$ cat config.mk
export PLATFORM = sky130hd
export DESIGN_NAME = cprv_fetch_unit
export DESIGN_NICKNAME = d
export VERILOG_FILES = /design/src/rtl/cprv_pkg.sv /design/src/rtl/cprv_sync_fifo.sv /design/src/rtl/cprv_fetch_unit.sv
export SDC_FILE = /design/constraint.sdc
export NUM_CORES = 1
export LEC_CHECK = 0
export BUFFER_PORTS_ARGS = -buffer_cell sky130_fd_sc_hd__buf_2
export CORE_MARGIN = 4
export CORE_UTILIZATION = 66
export CTS_BUF_LIST = sky130_fd_sc_hd__clkbuf_2
export CTS_CLUSTER_SIZE = 25
export DETAILED_ROUTE_END_ITERATION = 12
export PLACE_DENSITY = 0.91
export RECOVER_POWER = 50
export SLEW_MARGIN = 15
export SYNTH_ARGS = -nofsm -noshare
export SYNTH_HDL_FRONTEND = slang
export SYNTH_SLANG_ARGS = --single-unit
$ cat constraint.sdc
create_clock -name clk -period 25.8 [get_ports clk]
set_clock_uncertainty 0.15 [all_clocks]
set_input_delay 1.29 -clock clk [delete_from_list [all_inputs] [get_ports clk]]
set_output_delay 1.29 -clock clk [all_outputs]
set_load 0.05 [all_outputs]
$ cat src/rtl/cprv_pkg.sv
// cprv_pkg: shared types and defaults for the cprv fetch path.
//   XLEN             - PC / datapath width
//   ILEN             - instruction width
//   RESET_PC_DEFAULT - fetch PC after reset
//   fetch_entry_t    - one buffered instruction together with its PC
package cprv_pkg;

  localparam int XLEN = 64;
  localparam int ILEN = 32;
  localparam logic [XLEN-1:0] RESET_PC_DEFAULT = '0;

  typedef struct packed {
    logic [XLEN-1:0] pc;
    logic [ILEN-1:0] instr;
  } fetch_entry_t;

endpackage

$ cat src/rtl/cprv_sync_fifo.sv
// cprv_sync_fifo: single-clock FIFO with a synchronous flush.
// Ports:
//   clk, rst_n     - clock, synchronous active-low reset (clears storage too)
//   flush          - empties the FIFO next cycle; push/pop ignored that cycle
//   push/push_data - write one entry (accepted when not full, or when popping)
//   pop            - remove the head entry (ignored when empty)
//   head           - current head entry, read straight from the storage flops
//   count/empty/full - occupancy
module cprv_sync_fifo #(
  parameter type T     = logic [7:0],
  parameter int  DEPTH = 4
) (
  input  logic                     clk,
  input  logic                     rst_n,
  input  logic                     flush,
  input  logic                     push,
  input  T                         push_data,
  input  logic                     pop,
  output T                         head,
  output logic [$clog2(DEPTH):0]   count,
  output logic                     empty,
  output logic                     full
);

  localparam int AW = $clog2(DEPTH);

  T            mem [DEPTH];
  logic [AW:0] wr_ptr;
  logic [AW:0] rd_ptr;
  logic        do_push;
  logic        do_pop;

  // Pointers carry one extra wrap bit so count is a plain subtraction.
  assign count   = wr_ptr - rd_ptr;
  assign empty   = (count == '0);
  assign full    = (count == (AW+1)'(DEPTH));
  assign do_pop  = pop && !empty;
  assign do_push = push && (!full || do_pop);
  assign head    = mem[rd_ptr[AW-1:0]];

  always_ff @(posedge clk) begin
    if (!rst_n) begin
      wr_ptr <= '0;
      rd_ptr <= '0;
      for (int i = 0; i < DEPTH; i++) mem[i] <= '0;
    end else if (flush) begin
      wr_ptr <= '0;
      rd_ptr <= '0;
    end else begin
      if (do_push) begin
        mem[wr_ptr[AW-1:0]] <= push_data;
        wr_ptr              <= wr_ptr + (AW+1)'(1);
      end
      if (do_pop) rd_ptr <= rd_ptr + (AW+1)'(1);
    end
  end

endmodule

$ cat src/rtl/cprv_fetch_unit.sv
// cprv_fetch_unit: sequential instruction fetch with redirect support.
// Ports:
//   clk, rst_n                         - clock, synchronous active-low reset
//   valid_imem/ready_imem              - fetch request handshake
//   instr_addr_imem                    - fetch byte address (low bits of pc)
//   valid_if/ready_if/instr_data_imem  - imem response (ready_if is always 1)
//   redirect_valid/redirect_pc         - branch/jump redirect
//   valid_id/ready_id/instr_id/pc_id   - instruction delivery to decode
//   perf_bubble_cnt                    - only when CPRV_FETCH_PERF_EN is defined:
//                                        cycles where decode was ready but
//                                        no instruction was offered
// Mode is implied by drop_cnt: non-zero means stale responses are still
// being discarded after a redirect; requests keep flowing meanwhile.
module cprv_fetch_unit
  import cprv_pkg::*;
#(
  parameter int                   XLEN        = cprv_pkg::XLEN,
  parameter int                   IADDR_WIDTH = 32,
  parameter int                   FIFO_DEPTH  = 4,
  parameter logic [XLEN-1:0]      RESET_PC    = cprv_pkg::RESET_PC_DEFAULT
) (
  input  logic                    clk,
  input  logic                    rst_n,
  output logic                    valid_imem,
  input  logic                    ready_imem,
  output logic [IADDR_WIDTH-1:0]  instr_addr_imem,
  input  logic                    valid_if,
  output logic                    ready_if,
  input  logic [31:0]             instr_data_imem,
  input  logic                    redirect_valid,
  input  logic [XLEN-1:0]         redirect_pc,
  output logic                    valid_id,
  input  logic                    ready_id,
  output logic [31:0]             instr_id,
  output logic [XLEN-1:0]         pc_id
`ifdef CPRV_FETCH_PERF_EN
  ,
  output logic [31:0]             perf_bubble_cnt
`endif
);

  localparam int CW = $clog2(FIFO_DEPTH) + 1;

  logic [XLEN-1:0] pc;
  logic [XLEN-1:0] resp_pc;
  logic [CW-1:0]   outstanding;
  logic [CW-1:0]   drop_cnt;
  logic [CW-1:0]   fifo_count;
  logic [CW:0]     in_use;
  logic            fifo_empty;
  logic            fifo_full;
  logic            req_fire;
  logic            push;
  logic            pop;
  fetch_entry_t    push_entry;
  fetch_entry_t    head;

  // Every in-flight request already owns a FIFO slot, so responses can
  // never be refused.
  assign in_use          = {1'b0, outstanding} + {1'b0, fifo_count};
  assign valid_imem      = rst_n && !redirect_valid && (in_use < (CW+1)'(FIFO_DEPTH));
  assign instr_addr_imem = pc[IADDR_WIDTH-1:0];
  assign ready_if        = 1'b1;
  assign req_fire        = valid_imem && ready_imem;

  // A response in a redirect cycle belongs to the old stream: drop it.
  assign push       = valid_if && !redirect_valid && (drop_cnt == '0) && (!fifo_full || pop);
  assign valid_id   = !fifo_empty && !redirect_valid;
  assign pop        = valid_id && ready_id;
  assign push_entry = '{pc: resp_pc, instr: instr_data_imem};
  assign instr_id   = head.instr;
  assign pc_id      = head.pc;

  cprv_sync_fifo #(
    .T     (fetch_entry_t),
    .DEPTH (FIFO_DEPTH)
  ) u_fifo (
    .clk       (clk),
    .rst_n     (rst_n),
    .flush     (redirect_valid),
    .push      (push),
    .push_data (push_entry),
    .pop       (pop),
    .head      (head),
    .count     (fifo_count),
    .empty     (fifo_empty),
    .full      (fifo_full)
  );

  always_ff @(posedge clk) begin
    if (!rst_n) begin
      pc          <= RESET_PC;
      resp_pc     <= RESET_PC;
      outstanding <= '0;
      drop_cnt    <= '0;
    end else if (redirect_valid) begin
      // No request fires this cycle, so only the response can change the
      // in-flight count; whatever remains in flight is stale.
      pc          <= redirect_pc;
      resp_pc     <= redirect_pc;
      outstanding <= outstanding - CW'(valid_if);
      drop_cnt    <= outstanding - CW'(valid_if);
    end else begin
      if (req_fire) pc <= pc + XLEN'(4);
      if (push) resp_pc <= resp_pc + XLEN'(4);
      outstanding <= outstanding + CW'(req_fire) - CW'(valid_if);
      if (valid_if && (drop_cnt != '0)) drop_cnt <= drop_cnt - CW'(1);
    end
  end

`ifdef CPRV_FETCH_PERF_EN
  always_ff @(posedge clk) begin
    if (!rst_n) perf_bubble_cnt <= '0;
    else if (ready_id && !valid_id) perf_bubble_cnt <= perf_bubble_cnt + 32'd1;
  end
`endif

endmodule

==> impl.org <==
** Power
- Leakage power figure :: 9.51 nW
- Power Density :: 63.3 nW/um2
- IR analysis of the VDD net gives a maximum drop of 0.0418 mV.

** Layout
- Summing all flip-flop and latch instances after layout gives ~14000 um2.
- Final-stage net count :: 2131
- Proportion of layout cells with a drive suffix above 1 :: 23.3%
- Most frequent cells in the layout :: 384 x edfxtp_1, 170 x buf_2, 167 x clkbuf_2
- In the final layout, the multi-input gates occupy 8530 um2.
- Commonest non-fill, non-tap cell in the layout :: edfxtp_1
- After filler insertion, the fill cell instance count of the layout stands at 2306.
- Area growth, synth to finish :: 9.66%

** GRT
- Vias in the first global route :: about 16000
- For this run, the total global-route usage over all layers was measured as between 30 and 40%.
- Global-route track usage on met2 :: a little under half
- In the global route stage, met1 resource usage came out at 42.5%.
- Summed over all layers, the global routing overflow is 0.
- Entering global routing, the biggest net connects 92 pins.
- Global routing usage on met3 :: under 10%
- Global-route wire length before repair :: 90400 um
- met2 is the most crowded layer.
- Number of antenna violations at the first check in global routing :: 2

** Critical path
- The worst setup path is launched from a register.
- At the worst endpoint, the arrival time is 9.79 ns.
- The critical path in this run is classified as register to register.
- The worst register-to-register path ends at u_fifo.mem[0][38].
- Origin of the critical flop-to-flop path :: u_fifo.wr_ptr[0]
- Counting cells, the worst reg-to-reg path comes to 11.
- STA classifies the critical path endpoint as a register.
- Maximum fanout along the worst path :: just under 90
- Endpoint required time on the critical path :: approximately 26 ns
- Reg2Reg Setup Slack :: 16.51 ns

** Min path
- The path with the worst hold slack has its endpoint at pc[1].
- Min-Delay Path Class :: register to register
- The startpoint identified for the worst hold timing path is pc[1].
- Cell depth of the worst min-delay path :: 2

** Synthesis
- Number of synthesized register bits :: 494
- In the synthesized netlist, the number of instances is 1793.
- The synthesized netlist occupies a cell area of 23000 um2.
- When the netlist entered floorplanning its net count stood at approximately 1900.
- Summing the sequential cell areas from Yosys gives between 50 and 60% of the chip area.
- Ys flop type :: edfxtp_1
- In this run the mean area of a mapped cell was 12.8 um2.
- Yosys mapped a number of flops with a built-in enable equal to 384.
- Yosys mapped the design onto 75 distinct sky130hd cell types.
- Number of synthesis warnings :: 0
- Async S/R FF share, synth :: 0%

** Flow run
- Across the run, the number of max-cap violations was 10.

** Route
- In the routed layout, each cell is associated on average with a via count of roughly 6.4.
- After detailed routing, the number of remaining DRC violations is 0.
- The final route contains 16300 vias.
- Starting DRC count in detailed routing :: 2007
- Number of iterations in the first detailed-routing pass :: 6
- Wire length per cell after detailed routing :: 22.8 um
- Post-DRT Antenna Nets :: 0
- Final WL :: 58200 um

** Floorplanning
- The region available for standard cell placement spans 34500 um2.
- Initial standard-cell utilization of the core :: about two thirds
- The die is 195 um wide.
- The die covers about 38000 um2.
- In this run the count of I/O pins placed on the die edge is roughly 230.
- The floorplan has 68 rows.
- Die boundary height :: 195 um

** Timing
- Final critical path time including I/O delays and setup :: 9.29 ns
- Final Setup Violations :: 0
- Setup repair after global routing left no endpoint under its margin.
- Fin crit share :: a little over a third
- Across all hold checks on the routed design, the worst slack comes to 0.322 ns.
- Final max-slew violation count :: between 600 and 700
- Endpoints failing hold :: 0
- Achievable frequency :: between 0.1 and 0.15 GHz
- Measured slew at the worst slew-check pin :: 4.52 ns
- Measured against its own limit, the worst slew margin works out to -205%.
- Total negative slack for setup checks :: 0 ns

** CTS
- The number of setup buffers added after CTS is 0.
- Gates resized during post-CTS repair numbered 0.
- # clock sinks :: 494
- Clock-pin transition on the worst setup and hold timing paths :: 0.11 ns
- Clock tree synthesis inserted a total of around 120 buffers.
- In this run, post-CTS hold repair placed 0 buffers.
- The clock tree synthesis step divided the H-tree into 3 levels.
- Maximum clock path buffer count :: 3
- Clock root buffer master :: clkbuf_2
- Clock tree from TritonCTS :: built
- Clock insertion delay at the later pin of the skew report :: 1.03 ns

** Place
- Summed over all nets, the half-perimeter wirelength after detailed placement is about 37000 um.
- Input/output buffers :: 231
- The congestion estimate from routability-driven global placement came to between 0.9 and 1.

** Status
- The final reports fail on max-capacitance violations, max-slew violations.
- Status :: complete, but fails checks
## state kept, by name, indices dropped and copies added, names as in the netlist, named ones only
name / count
pc: 32
u_fifo.rd_ptr: 3
u_fifo.mem: 384
u_fifo.wr_ptr: 3
drop_cnt: 3
outstanding: 3
resp_pc: 64
## metal layers
layer	up-vias	share of wire (%)	wire, um
li1	7191	-	-
met1	7879	38	22100
met2	1074	48	27900
met3	139	11	6420
met4	0	3.0	1720
met5	-	0	0
## cell usage after synthesis (5+ instances only)
library cell	n	area [um2]
nand2_1	104	390
o31a_1	6	52.6
xor2_1	21	184
mux4_2	96	2160
a31oi_1	25	156
nand4_2	5	62.6
and3_1	118	738
nor3_1	20	100
o22ai_1	13	81.3
nand4_1	24	150
edfxtp_1	384	11500
nand3_1	44	220
inv_1	24	90.1
nand2b_1	6	37.5
ha_1	13	163
and4_1	12	105
xnor2_1	17	149
a32oi_1	6	52.6
clkbuf_1	103	387
or3_1	5	31.3
o21a_1	12	90.1
nor2_1	65	244
buf_2	23	115
nor4_1	26	163
and2_1	276	1730
dfxtp_1	110	2200
o21ai_0	53	265
clkbuf_2	5	25.0
buf_1	8	30.0
a21oi_1	83	415
## critical path: stages, from the launching register on
cell	delay, ns
dfxtp_1	0.48
inv_1	0.44
ha_1	0.25
inv_1	0.05
fa_1	0.51
nand2b_1	0.22
o31a_1	0.82
nand2_1	1.08
nor3_4	0.37
clkbuf_1	2.70
nand2b_4	0.84
buf_4	0.85
## power breakdown
group | total, mW | switching (mW) | leakage, nW | internal [mW]
sequential | 0.924 | 0.0304 | 4.88 | 0.894
combinational | 0.166 | 0.119 | 3.83 | 0.0470
clock | 0.502 | 0.305 | 0.799 | 0.197
## stage by stage
stage | cells | power (mW) | setup WS [ns] | util, % | cell area [um2]
6_report | 2557 | 1.59 | 16.51 | 73.1 | 25200
5_1_grt | 2557 | 1.66 | 15.90 | 73.1 | 25200
4_1_cts | 2555 | 1.60 | 19.80 | 73.4 | 25300
3_5_place_dp | 2351 | 1.11 | 19.85 | 70.4 | 24200
3_3_place_gp | 2351 | 1.10 | 20.03 | 70.4 | 24200
2_1_floorplan | 1793 | 1.05 | 16.26 | - | 23000
## how the worst max path moves through the flow
| stage | to | startpoint | slack [ns] | depth (start not counted) |
|---|---|---|---|---|
| 4_1_cts | u_fifo.mem[0][68] | u_fifo.wr_ptr[0] | 19.80 | 11 |
| 2_1_floorplan | u_fifo.mem[3][0] | u_fifo.wr_ptr[0] | 16.26 | 9 |
| 3_5_place_dp | u_fifo.mem[0][39] | u_fifo.wr_ptr[0] | 19.85 | 11 |
| 5_1_grt | u_fifo.mem[0][38] | u_fifo.wr_ptr[0] | 15.90 | 11 |
| 6_report | u_fifo.mem[0][38] | u_fifo.wr_ptr[0] | 16.51 | 11 |
| 3_3_place_gp | u_fifo.mem[1][39] | redirect_valid | 20.03 | 8 |
## area by class of cell
cell class / instances / area share (%)
tap: 455 / 2.26
antenna: 2 / 0.0199
clock inverter: 37 / 0.895
inverter: 24 / 0.358
timing repair buffer: 247 / 4.68
sequential: 494 / 54.6
clock buffer: 167 / 3.32
multi-input combinational: 1131 / 33.9
## cells by family after synthesis
family | count (synthesis) | share of synthesized area [%]
simple gates | 739 | 18.7
flops | 494 | 59.8
compound gates | 235 | 6.25
buf+inv | 168 | 3.03
mux | 102 | 9.71
xor+xnor | 39 | 1.56
fa+ha+maj | 15 | 0.883
other cells | 1 | 0.0163
Note: power is estimated with default switching activity, not from simulation.
